<file path="src/rtl/subtractor_4b_pkg.sv">
// Shared constants for the 4-bit subtractor slice of the datapath.
package subtractor_4b_pkg;

    // Operand/result width the subtractor is built and verified at.
    localparam int unsigned SUB_WIDTH = 4;

endpackage : subtractor_4b_pkg

</file>
<file path="src/rtl/subtractor_4b_full_subtractor.sv">
// One-bit full subtractor: d = a - b - bin, with bout signalling a borrow
// out of this bit position into the next more significant stage.
module full_subtractor (
    input  logic a,
    input  logic b,
    input  logic bin,
    output logic d,
    output logic bout
);

    // Difference bit and borrow-out of a single ripple stage.
    always_comb begin
        d    = a ^ b ^ bin;
        bout = (~a & b) | (~(a ^ b) & bin);
    end

endmodule : full_subtractor

</file>
<file path="src/rtl/subtractor_4b.sv">
// 4-bit subtractor: out = num1 - num2 (mod 2^WIDTH), built from a
// ripple-borrow chain of full subtractors. The difference and its
// borrow/overflow flags are combinational; a registered copy with a
// synchronous reset feeds clocked consumers one cycle later.
// Port order keeps out, num1, num2 first so legacy 3-port positional
// instances remain valid.
module subtractor_4b
    import subtractor_4b_pkg::*;
#(
    parameter int unsigned WIDTH = SUB_WIDTH
) (
    output logic [WIDTH-1:0] out,
    input  logic [WIDTH-1:0] num1,
    input  logic [WIDTH-1:0] num2,
    input  logic             clk,
    input  logic             rst,
    output logic             borrow,
    output logic             overflow,
    output logic [WIDTH-1:0] diff_q,
    output logic             borrow_q,
    output logic             ovf_q
);

    // Borrow chain: entry i is the borrow into stage i; the LSB has none.
    logic [WIDTH:0]   borrowChain;
    logic [WIDTH-1:0] diffBits;

    // Next-state values for the output register stage.
    logic [WIDTH-1:0] diff_d;
    logic             borrow_d;
    logic             ovf_d;

    assign borrowChain[0] = 1'b0;

    genvar gi;
    generate
        for (gi = 0; gi < WIDTH; gi++) begin : g_stage
            full_subtractor u_fs (
                .a    (num1[gi]),
                .b    (num2[gi]),
                .bin  (borrowChain[gi]),
                .d    (diffBits[gi]),
                .bout (borrowChain[gi+1])
            );
        end
    endgenerate

    // Live result and flags; signed overflow happens only when the operand
    // signs differ and the result sign disagrees with the minuend.
    always_comb begin
        out      = diffBits;
        borrow   = borrowChain[WIDTH];
        overflow = (num1[WIDTH-1] != num2[WIDTH-1]) &&
                   (diffBits[WIDTH-1] != num1[WIDTH-1]);
        diff_d   = diffBits;
        borrow_d = borrowChain[WIDTH];
        ovf_d    = overflow;
    end

    // Output register stage: reset wins over capture of the live result.
    always_ff @(posedge clk) begin
        if (rst) begin
            diff_q   <= '0;
            borrow_q <= 1'b0;
            ovf_q    <= 1'b0;
        end else begin
            diff_q   <= diff_d;
            borrow_q <= borrow_d;
            ovf_q    <= ovf_d;
        end
    end

endmodule : subtractor_4b

</file>
<file path="config.mk">
export PLATFORM = sky130hd
export DESIGN_NAME = subtractor_4b
export DESIGN_NICKNAME = d
export VERILOG_FILES = /design/src/rtl/subtractor_4b_pkg.sv /design/src/rtl/subtractor_4b_full_subtractor.sv /design/src/rtl/subtractor_4b.sv
export SDC_FILE = /design/constraint.sdc
export NUM_CORES = 1
export LEC_CHECK = 0
export CORE_AREA = 5 5 42 44
export DETAILED_ROUTE_END_ITERATION = 8
export DIE_AREA = 0 0 47 49
export SLEW_MARGIN = 20
export SYNTH_ARGS = -nofsm -noshare
export SYNTH_HDL_FRONTEND = slang
export SYNTH_SLANG_ARGS = --single-unit
</file>
<file path="constraint.sdc">
create_clock -name clk -period 3.5 [get_ports clk]
set_input_delay 0.7 -clock clk [delete_from_list [all_inputs] [get_ports clk]]
set_output_delay 0.7 -clock clk [all_outputs]
set_load 0.005 [all_outputs]
</file>
==> results of run 1 <==
==> final timing paths <==
kind / startpoint / to / slack [ns] / cells past startpoint
max: num1[1] / overflow / 0.09 / 10
min: num2[0] / diff_q[0] / 0.79 / 3
==> what timing repair did <==
| item | in CTS | in global routing |
|---|---|---|
| hold buffers | 0 | 0 |
| gates resized for setup | 20 | 0 |
| endpoints found under the setup margin | 4 | 1 |
| pin swaps | 6 | 1 |
| endpoints found under the hold margin | 0 | 0 |
| buffers inserted | 2 | 0 |
==> stage by stage <==
stage                     instances  total power [W]  instance area [um^2]  worst slack, ns  hold slack [ns]
after floorplan                  33         0.000114                   317            0.347            0.767
after global placement           69         0.000161                   539           -0.604             1.37
after detailed placement         69         0.000162                   539           -0.626             1.37
after CTS                        74         0.000229                   574           0.0691            0.786
after global routing             74         0.000244                   574        0.0000715            0.795
final                            74         0.000225                   574           0.0869            0.787
==> final cells by class <==
class / count / share of cell area [%]
inverters: 10 / 6.54
repair buffers: 26 / 40.1
well taps: 16 / 3.49
clock buffers: 3 / 3.92
multi-input cells: 13 / 25.1
flip-flops and latches: 6 / 20.9
==> layer usage <==
metal	up-vias	wire, um	part of all wire [%]
met5	-	0	0
met2	15	335	55
met1	117	198	32
met3	2	57	9.3
met4	0	21	3.4
li1	138	-	-
==> flip-flops by register name, summed over array words and instances, names as in the netlist <==
name,cells
diff_q,4
borrow_q,1
ovf_q,1
==> cell usage in the layout, fill, tap and decap left out <==
master,Yosys,final
nor2_1,5,5
buf_2,0,3
clkbuf_4,0,3
dlygate4sd2_1,0,2
dfxtp_1,6,6
fa_2,0,2
fa_1,3,1
xnor2_2,0,1
inv_1,10,8
ha_2,0,1
buf_4,4,5
nor2b_1,1,1
nor3_2,1,1
clkdlybuf4s15_1,0,1
ha_1,2,1
inv_2,0,2
clkdlybuf4s50_1,0,15
==> cell families (layout without fill, tap and decap cells) <==
| group | count (synthesis) | count (layout) | share of synthesized area (%) |
|---|---|---|---|
| XOR/XNOR | 1 | 1 | 2.77 |
| adder cells (fa/ha/maj) | 5 | 5 | 26.9 |
| buffers and inverters | 14 | 39 | 21.3 |
| flip-flops | 6 | 6 | 37.9 |
| AND/OR/NAND/NOR | 7 | 7 | 11.1 |
==> power by group <==
group	switching, W	leakage, nW	total, W	internal [W]
sequential	0.00000150	0.0499	0.0000772	0.0000757
combinational	0.0000293	0.216	0.0000875	0.0000582
clock	0.0000214	0.0138	0.0000599	0.0000385
==> results.yml, run 1 <==
run_status:
  status: "completed"
grt:
  groute.usage.overall_pct: 6.93
  use_met3_pct: 2.21
  overflow: 0
  use_met2_pct: 10.6
  antenna_found_initial: 0
  use_met1_pct: 6.00
  top_usage_layer: "met2"
  grt_pass1_vias: 284
  grt_max_degree: 7
  grt_pass1_wl_mm: 1.06
synth:
  synth-edff-count: 0
  synth_cell_type_count: 9
  postSynthAreaPerCell_um2: 9.59
  syn-num-nets: 48
  synth_most_common_cell: "inv_1"
  synth_top_area_cell: "dfxtp_1"
  synth_seq_cells: 6
  ys.flop_type: "dfxtp_1"
  synth_seq_area_share_pct: 37.9
  synthTopCellsByCount: "inv_1, dfxtp_1, nor2_1"
  syn_inst: 33
  async_reset_ff_share_pct: 0
  synth.area.top_cells: "dfxtp_1, fa_1, inv_1"
  synth_warnings: 0
  yosysTopAreaCellShare_pct: 37.9
  syn_area_um2: 317
floorplan:
  num_rows: 14
  io_pins: 22
  core_area_um2: 1400
  die_x_um: 47
  die_h_um: 49
  die_area_um2: 2300
  initial_core_util_pct: 22.6
power_and_ir_drop:
  leakage_nw: 0.280
  p_per_area_nw_per_um2: 391
  ir_worst_vdd_uv: 107
final_layout:
  fillers: 160
  final_nets: 75
  finish.utilization_pct: 41.0
  multiInputGateArea_um2: 144
  regArea_um2: 120
  area_growth_pct: 81.4
  final_layout_size_suffix_gt1_share_pct: 31.0
  n_antenna_cell: 0
clocking:
  cts_inserted_buffers: 3
  clockBufferDepth: 2
  path_clk_slew_ns: 0.04
  cts_sinks: 6
  tritoncts: "yes"
  htree_num_levels: 1
  cts_root_buf: "clkbuf_4"
sta:
  report.final.slew_viol_count: 0
  setup-violations-final: 0
  fin_setup_tns_ns: 0
  timing.final.crit_share_pct: 97.5
  rsz0062_at_grt: "no"
  clock.fmax_mhz: 293
  finalHoldViolCount: 0
  relSlewSlack_pct: 85.5
  worst_slew_pin_slew_ns: 0.217
  finalCriticalPeriod_ns: 3.41
route:
  postRouteAntennaNets: 0
  wirelength_um: 613
  drc: 0
  drtPass1Iterations: 1
  wl_per_cell_um: 8.28
  routed-via-count: 272
  vias_per_cell: 3.68
  drtIter0Drc: 0
worst_setup_path:
  cp-end-kind: "output port"
  path_delay_family: "adder cells"
  critical_path_arrival_ns: 2.71
  path_cells: "dlygate4sd2_1 > inv_2 > fa_2 > fa_2 > inv_2 > fa_1 > buf_4 > xnor2_2 > nor2_1 > buf_2"
  critPathMaxStageDelay_ns: 0.42
  crit_fanout: 2
  required_ns: 2.80
  crit_path_start_kind: "primary input"
  critical_path.slowest_cell: "fa_1"
  criticalPathCategory: "in2out"
  critical_path_buf_inv_count: 5
place:
  dp_hpwl_um: 527
  io_buffers: 21
  place_congestion: 0.638
hold_path:
  hold_path_class: "in2reg"
flow_run:
  maxCapViolCount: 0
(Power assumes the default switching activity.)
==> run 2, diff against run 1 <==
- CTS_CLUSTER_DIAMETER: unset -> 50
==> results of run 2 <==
No change in the layout: final DEF, timing and power equal those of run 1.
